===== config.mk =====
export PLATFORM = sky130hd
export DESIGN_NAME = joypad_port
export DESIGN_NICKNAME = d
export VERILOG_FILES = /design/src/rtl/joypad_port.sv
export SDC_FILE = /design/constraint.sdc
export NUM_CORES = 1
export LEC_CHECK = 0
export CORE_MARGIN = 1
export CORE_UTILIZATION = 35
export DETAILED_ROUTE_END_ITERATION = 8
export PLACE_DENSITY_LB_ADDON = 0.1
export SYNTH_ARGS = -nofsm -noshare
export SYNTH_HDL_FRONTEND = slang
export SYNTH_SLANG_ARGS = --single-unit

===== constraint.sdc =====
create_clock -name clk -period 2.15 [get_ports clk]
set_input_delay 0.645 -clock clk [delete_from_list [all_inputs] [get_ports clk]]
set_output_delay 0.645 -clock clk [all_outputs]
set_load 0.01 [all_outputs]

===== src/rtl/joypad_port.sv =====
// NES-style controller port for $4016/$4017: snapshots USB pad state, latches it
// on the strobe falling edge and serialises one button per CPU read.
module joypad_port #(
  parameter logic [2:0] OPEN_BUS_HI   = 3'b010,
  parameter bit         MASK_OPPOSING = 1'b1
) (
  input  logic       clk,
  input  logic       rst_n,
  input  logic       cs_n,
  input  logic       addr,
  input  logic       rw,
  input  logic [7:0] data_in,
  output logic [7:0] data_out,
  output logic       data_oe,
  input  logic [7:0] buttons0,
  input  logic [7:0] buttons1,
  input  logic       buttons_valid,
  output logic       strobe,
  output logic [3:0] read_count0,
  output logic [3:0] read_count1
);

  localparam logic [3:0] COUNT_MAX = 4'd8;

  logic [1:0][7:0] snap_q, snap_d;
  logic [1:0][7:0] shift_q, shift_d;
  logic [1:0][3:0] count_q, count_d;
  logic            strobe_q, strobe_d;
  logic            cs_n_q;

  logic rd_access, wr_access, rd_first;

  // Opposing directions cannot both be pressed on a real d-pad; games misbehave if they are.
  function automatic logic [7:0] mask_dirs(input logic [7:0] b);
    logic [7:0] r;
    r = b;
    if (MASK_OPPOSING) begin
      if (b[4] && b[5]) r[5:4] = 2'b00;
      if (b[6] && b[7]) r[7:6] = 2'b00;
    end
    return r;
  endfunction

  assign rd_access = rst_n && !cs_n && rw;
  assign wr_access = !cs_n && !rw && !addr;
  assign rd_first  = rd_access && cs_n_q;

  always_comb begin
    // NOTE: every always_comb output gets a default first, so no path can infer a latch.
    snap_d   = snap_q;
    strobe_d = strobe_q;
    shift_d  = shift_q;
    count_d  = count_q;

    if (buttons_valid) begin
      snap_d[0] = mask_dirs(buttons0);
      snap_d[1] = mask_dirs(buttons1);
    end

    if (wr_access) strobe_d = data_in[0];

    // Reloading from snap_d covers both the held strobe and the falling edge,
    // and lets a same-edge valid pulse land in the latch.
    if (strobe_q) begin
      shift_d = snap_d;
      count_d = '0;
    end else if (rd_first) begin
      shift_d[addr] = {1'b1, shift_q[addr][7:1]};
      if (count_q[addr] != COUNT_MAX) count_d[addr] = count_q[addr] + 4'd1;
    end
  end

  always_comb begin
    data_oe  = 1'b0;
    data_out = 8'h00;
    if (rd_access) begin
      data_oe  = 1'b1;
      data_out = {OPEN_BUS_HI, 4'b0000,
                  strobe_q ? snap_q[addr][0] : shift_q[addr][0]};
    end
  end

  // NOTE: sequential state uses non-blocking assignments so all registers update together.
  always_ff @(posedge clk or negedge rst_n) begin
    if (!rst_n) begin
      snap_q   <= '0;
      shift_q  <= {8'hFF, 8'hFF};
      count_q  <= '0;
      strobe_q <= 1'b0;
      cs_n_q   <= 1'b0;
    end else begin
      snap_q   <= snap_d;
      shift_q  <= shift_d;
      count_q  <= count_d;
      strobe_q <= strobe_d;
      cs_n_q   <= cs_n;
    end
  end

  assign strobe      = strobe_q;
  assign read_count0 = count_q[0];
  assign read_count1 = count_q[1];

endmodule


==> flow_metrics.env, run 1 <==
export IMPL_outcome="finished, final reports clean"
export IMPL_nets=264
export IMPL_vdd_drop_max_mv=0.451
export IMPL_synth_xor_area_frac=0.00429
export IMPL_postCtsSetupBuffers=0
export IMPL_drtAntennaViolNets=0
export IMPL_clock_sinks=42
export IMPL_synth_compound_area_frac=0.160
export IMPL_ys_seq_area_frac=0.525
export IMPL_dpl_cell_area_um2=2520
export IMPL_drt_initial_drc_count=52
export IMPL_period_minus_slack_ns=2.12
export IMPL_tightest_slew_ns=0.625
export IMPL_slew_headroom=0.582
export IMPL_async_flop_share=1.00
export IMPL_place_gp_congestion=0.766
export IMPL_setup_violations=0
export IMPL_clock_skew_final_ns=0.00759
export IMPL_crit_fanout=2
export IMPL_via_count=1473
export IMPL_grt_pass1_wl_um=7110
export IMPL_clkSlewWorstSetupHoldPaths_ns=0.07
export IMPL_dp_hpwl_um=3070
export IMPL_cp_end_kind="primary output"
export IMPL_synth_cell_types=46
export IMPL_clk_root_buffer_cell="clkbuf_8"
export IMPL_pre_cts_slack_ns=-0.799
export IMPL_syn_area_um2=2040
export IMPL_crit_chain="buf_6 > mux4_2 > and2_4 > buf_6"
export IMPL_path_class="in2out"
export IMPL_final_cells=305
export IMPL_cp_startpoint="addr"
export IMPL_cp_arrival_ns=1.48
export IMPL_synth_enable_flop_cells=0
export IMPL_synth_top_family_by_area="compound AO/OA/AOI/OAI gates"
export IMPL_grt_overflow=0
export IMPL_hold_path_class="reg2reg"
export IMPL_cts_tree="built"
export IMPL_reg2reg_to="read_count1[0]$_DFFE_PN0P_"
export IMPL_slowest_delay_ns=0.48
export IMPL_fp_dieW_um=78.4
export IMPL_syn2layout_area_growth_pct=29.4
export IMPL_crit_required_ns=1.50
export IMPL_ys_warnings_count=0
export IMPL_numCtsBuffers=5
export IMPL_hold_viol_final=0
export IMPL_ios=48
export IMPL_avgRoutedWirePerCell_um=13.7
export IMPL_tns_ns=0
export IMPL_remaining_drc_errors=0
export IMPL_grt_total_usage=0.152
export IMPL_grt_pass1_vias=1471
export IMPL_rows=27
export IMPL_synthesis_instances=186
export IMPL_cts_htree_levels=2
export IMPL_layout_setup_ws_ns=0.0262
export IMPL_final_area_um2=2640
export IMPL_hold_depth=2
export IMPL_p_leak_uw=0.00115
export IMPL_reg2reg_from="read_count1[0]$_DFFE_PN0P_"
export IMPL_drive_gt1_frac=0.262
export IMPL_worstRegToRegCells=5
export IMPL_syn_area_per_cell_um2=11.0
export IMPL_ys_flop_type="dfrtp_1"
export IMPL_drv_cap=0
export IMPL_report_final_slew_viol_count=0
export IMPL_startpoint_type="input pin"
export IMPL_timing_final_crit_share=0.988
export IMPL_cp_common_cell="buf_6"
export IMPL_core_area_um2=5570
export IMPL_synth_simple_area_share=0.120
export IMPL_synth_fa_ha_area_frac=0.0123
export IMPL_antenna_found_initial=0
export IMPL_layout_commonest_cell="clkdlybuf4s50_1"
export IMPL_diodes=0
export IMPL_power_uw=2300
export IMPL_clock_path_buffers=2
export IMPL_fillers=540
export IMPL_slowest_stage="mux4_2"
export IMPL_synthMuxAreaShare=0.101
export IMPL_clk_latency_ns=0.29
export IMPL_vias_per_cell=4.83
export IMPL_rsz0062_at_grt="no"
export IMPL_power_density_nw_per_um2=870
export IMPL_synth_seq_cells=42
export IMPL_io_buffers=34
export IMPL_place_inst=297
export IMPL_wl_um=4180
export IMPL_die_y_um=78.4
export IMPL_final_cell_mix="clkdlybuf4s50_1, dfrtp_1, dfstp_2, inv_1"
export IMPL_grt_max_degree=43
export IMPL_fmax_mhz=471
export IMPL_drt_pre_antenna_iters=4
export IMPL_start_util=0.366
export IMPL_die_area_um2=6140
export IMPL_endpoint="data_out[0]"
export IMPL_ff2ff_setup_slack_ns=0.53
[flip-flops by register name (all words and copies together), names as in the netlist]
| name | cells |
|---|---|
| read_count1 | 4 |
| shift_q | 16 |
| read_count0 | 4 |
| strobe | 1 |
| cs_n_q | 1 |
| snap_q | 16 |
[kinds of logic after synthesis]
kind of cell,count (synthesis)
simple gates,43
buf+inv,31
xor+xnor,1
fa+ha+maj,2
other cells,1
flops,42
compound gates,50
mux,16
[routing by layer]
metal	share of wire	track usage	vias up	routed length (um)
li1	-	-	726	-
met1	0.47	0.200	714	1980
met2	0.48	0.245	29	2010
met3	0.036	0.0430	4	152
met4	0.0086	0.0389	0	36
met5	0	0	-	0
[worst min path at each step]
stage                                       start                      end  slack [ns]
after floorplan                             rst_n         cs_n_q$_DFF_PN0_        0.35
after global placement    shift_q[15]$_DFFE_PN1P_  shift_q[15]$_DFFE_PN1P_        0.45
after detailed placement  shift_q[15]$_DFFE_PN1P_  shift_q[15]$_DFFE_PN1P_        0.46
after CTS                 shift_q[15]$_DFFE_PN1P_  shift_q[15]$_DFFE_PN1P_        0.47
after global routing      shift_q[15]$_DFFE_PN1P_  shift_q[15]$_DFFE_PN1P_        0.49
final                     shift_q[15]$_DFFE_PN1P_  shift_q[15]$_DFFE_PN1P_        0.46
[synth_stat cells, types with 2 or more instances]
library cell | number | share of area
a21oi_1 | 7 | 0.017
a22oi_1 | 14 | 0.052
buf_2 | 5 | 0.012
buf_4 | 7 | 0.026
clkbuf_1 | 3 | 0.0055
dfrtp_1 | 26 | 0.32
dfstp_2 | 16 | 0.21
ha_1 | 2 | 0.012
inv_1 | 15 | 0.028
mux2_2 | 9 | 0.050
mux2i_1 | 3 | 0.015
nand2_1 | 14 | 0.026
nand3b_1 | 5 | 0.018
nor2_1 | 11 | 0.020
nor2b_1 | 2 | 0.0061
nor3_1 | 2 | 0.0049
o21ai_0 | 14 | 0.034
o22ai_1 | 3 | 0.0092
[worst max-delay path: cells and delay by family]
family | cells | cell delay (ns)
simple gates | 1 | 0.17
mux | 1 | 0.48
buf+inv | 2 | 0.19
[where the power goes]
group | total [uW] | internal, uW | switching, uW
clock network | 612 | 348 | 265
registers | 1100 | 1010 | 92.1
logic | 585 | 309 | 275
total | 2300 | 1670 | 632
[final cells by class]
cell class	instances	area (um^2)	share of cell area
Tap cell	72	90.1	0.0341
Multi-Input combinational cell	118	835	0.316
Sequential cell	42	1070	0.405
Timing Repair Buffer	50	483	0.183
Inverter	15	56.3	0.0213
Clock buffer	7	76.3	0.0289
Clock inverter	1	30.0	0.0114
[metrics by stage]
step	util	hold WS, ns
floorplan	-	0.349
global placement	0.452	0.448
detailed placement	0.452	0.457
CTS	0.471	0.469
global route	0.474	0.489
finish	0.474	0.463
[timing repair]
item,CTS,global route
setup endpoints to repair,12,2
pin swaps,2,1
hold buffers,0,0
hold endpoints to repair,0,0
gates resized for setup,19,3
Note: power is estimated with default switching activity, not from simulation.
==> inputs of run 2 (changes only) <==
CTS_BUF_LIST = sky130_fd_sc_hd__clkbuf_8   (was default)
GPL_TIMING_DRIVEN = 1   (was default)
==> flow_metrics.env, run 2 (synthesized netlist as in run 1, its figures left out) <==
export IMPL_die_y_um=78.4
export IMPL_hold_end="shift_q[15]$_DFFE_PN1P_"
export IMPL_drtAntennaViolNets=0
export IMPL_cts_htree_levels=2
export IMPL_hold_depth=2
export IMPL_path_class="in2out"
export IMPL_multiInputGateArea_um2=835
export IMPL_ff2ff_setup_slack_ns=0.53
export IMPL_cts_tree="built"
export IMPL_core_area_um2=5570
export IMPL_slowest_stage="mux4_2"
export IMPL_report_final_slew_viol_count=0
export IMPL_fmax_mhz=471
export IMPL_grt_max_degree=43
export IMPL_nets=264
export IMPL_clock_path_buffers=2
export IMPL_postCtsSetupBuffers=0
export IMPL_fp_dieW_um=78.4
export IMPL_clock_sinks=42
export IMPL_rows=27
export IMPL_fillers=540
export IMPL_reg_top3="shift_q x16, snap_q x16"
export IMPL_power_density_nw_per_um2=867
export IMPL_crit_required_ns=1.50
export IMPL_diodes=0
export IMPL_avgRoutedWirePerCell_um=13.7
export IMPL_startpoint_type="input pin"
export IMPL_clkSlewWorstSetupHoldPaths_ns=0.07
export IMPL_power_uw=2290
export IMPL_cp_end_kind="primary output"
export IMPL_p_leak_uw=0.00116
export IMPL_drive_gt1_frac=0.262
export IMPL_crit_fanout=2
export IMPL_setup_violations=0
export IMPL_hold_path_class="reg2reg"
export IMPL_drt_initial_drc_count=51
export IMPL_period_minus_slack_ns=2.12
export IMPL_crit_chain="buf_6 > mux4_2 > and2_4 > buf_6"
export IMPL_grt_pass1_wl_um=7110
export IMPL_start_util=0.366
export IMPL_slew_headroom=0.582
export IMPL_syn2layout_area_growth_pct=29.4
export IMPL_layout_setup_ws_ns=0.0262
export IMPL_slowest_delay_ns=0.48
export IMPL_clk_root_buffer_cell="clkbuf_8"
export IMPL_drv_cap=0
export IMPL_cp_arrival_ns=1.48
export IMPL_clock_skew_final_ns=0.00798
export IMPL_dp_hpwl_um=3070
export IMPL_cp_common_cell="buf_6"
export IMPL_antenna_found_initial=0
export IMPL_clk_latency_ns=0.29
export IMPL_vdd_drop_max_mv=0.451
export IMPL_outcome="finished, final reports clean"
export IMPL_remaining_drc_errors=0
export IMPL_tightest_slew_ns=0.625
export IMPL_vias_per_cell=4.83
export IMPL_via_count=1472
export IMPL_fin_util=0.474
export IMPL_pre_cts_slack_ns=-0.799
export IMPL_final_cell_mix="clkdlybuf4s50_1, dfrtp_1, inv_1, dfstp_2"
export IMPL_cts_hold_buffers_added=0
export IMPL_grt_pass1_vias=1471
export IMPL_reg2reg_to="read_count1[0]$_DFFE_PN0P_"
export IMPL_timing_final_crit_share=0.988
export IMPL_ios=48
export IMPL_hold_viol_final=0
export IMPL_io_buffers=34
export IMPL_reg2reg_from="read_count1[0]$_DFFE_PN0P_"
export IMPL_die_area_um2=6140
export IMPL_wl_um=4180
export IMPL_grt_total_usage=0.152
export IMPL_regArea_um2=1070
export IMPL_place_gp_congestion=0.766
export IMPL_numCtsBuffers=5
export IMPL_rsz0062_at_grt="no"
export IMPL_drt_pre_antenna_iters=4
export IMPL_grt_overflow=0
export IMPL_min_from="shift_q[15]$_DFFE_PN1P_"
export IMPL_worstRegToRegCells=5
export IMPL_layout_commonest_cell="clkdlybuf4s50_1"
[run 2: cell types whose count changed in the layout (fill, tap and decap cells not counted), sizes merged]
cell / previous run / this run
clkbuf: 7 / 5
inv: 15 / 17
[run 2: per-layer routing]
metal  vias to the layer above  wire length (um)  track usage
li1                        726                 -            -
met1                       713              1980        0.200
met2                        29              2020        0.245
met3                         4               152       0.0430
met4                         0                36       0.0389
met5                         -                 0            0
[run 2: per-stage QoR]
| step | TNS [ns] | area (um^2) | hold WS, ns | instances |
|---|---|---|---|---|
| global route | 0 | 2640 | 0.489 | 305 |
| CTS | 0 | 2630 | 0.469 | 305 |
| global placement | -5.60 | 2520 | 0.448 | 297 |
| detailed placement | -5.78 | 2520 | 0.457 | 297 |
| finish | 0 | 2640 | 0.463 | 305 |
| floorplan | 0 | 2060 | 0.349 | 191 |
[run 2: report_power, final]
group          leakage (uW)  internal (uW)  switching (uW)  total [uW]
registers          0.000498           1010            92.2        1100
logic              0.000601            309             276         585
clock network     0.0000607            338             266         604
[run 2: critical path, delay by kind of cell]
| family | cells | cell delay [ns] |
|---|---|---|
| buffers and inverters | 2 | 0.19 |
| muxes | 1 | 0.48 |
| and+or+nand+nor | 1 | 0.17 |
[run 2: worst max-delay path by stage]
| stage | from | endpoint | slack [ns] | depth (start not counted) |
|---|---|---|---|---|
| 2_1_floorplan | addr | data_out[0] | 0.05 | 3 |
| 3_5_place_dp | addr | data_out[0] | -0.80 | 4 |
| 6_report | addr | data_out[0] | 0.03 | 4 |
| 4_1_cts | addr | data_out[0] | 0.003 | 4 |
| 3_3_place_gp | addr | data_out[0] | -0.80 | 4 |
| 5_1_grt | addr | data_out[0] | 0.0004 | 4 |
[run 2: repair_timing]
item                                    in CTS  in global routing
gates resized for setup                     19                  3
pin swaps                                    2                  1
endpoints found under the setup margin      12                  2
cloned                                       0                  0
[run 2: cell type report]
type | count | area share
Clock inverter | 3 | 0.0142
Sequential cell | 42 | 0.405
Inverter | 15 | 0.0213
Tap cell | 72 | 0.0341
Clock buffer | 5 | 0.0261
Timing Repair Buffer | 50 | 0.183
Multi-Input combinational cell | 118 | 0.316
==> inputs of run 3 (changes only) <==
GPL_ROUTABILITY_DRIVEN = 1   (was default)
HOLD_SLACK_MARGIN = 0.05   (was default)
==> results of run 3 <==
Same layout as run 2: the final DEF is identical, and so are final timing and power.
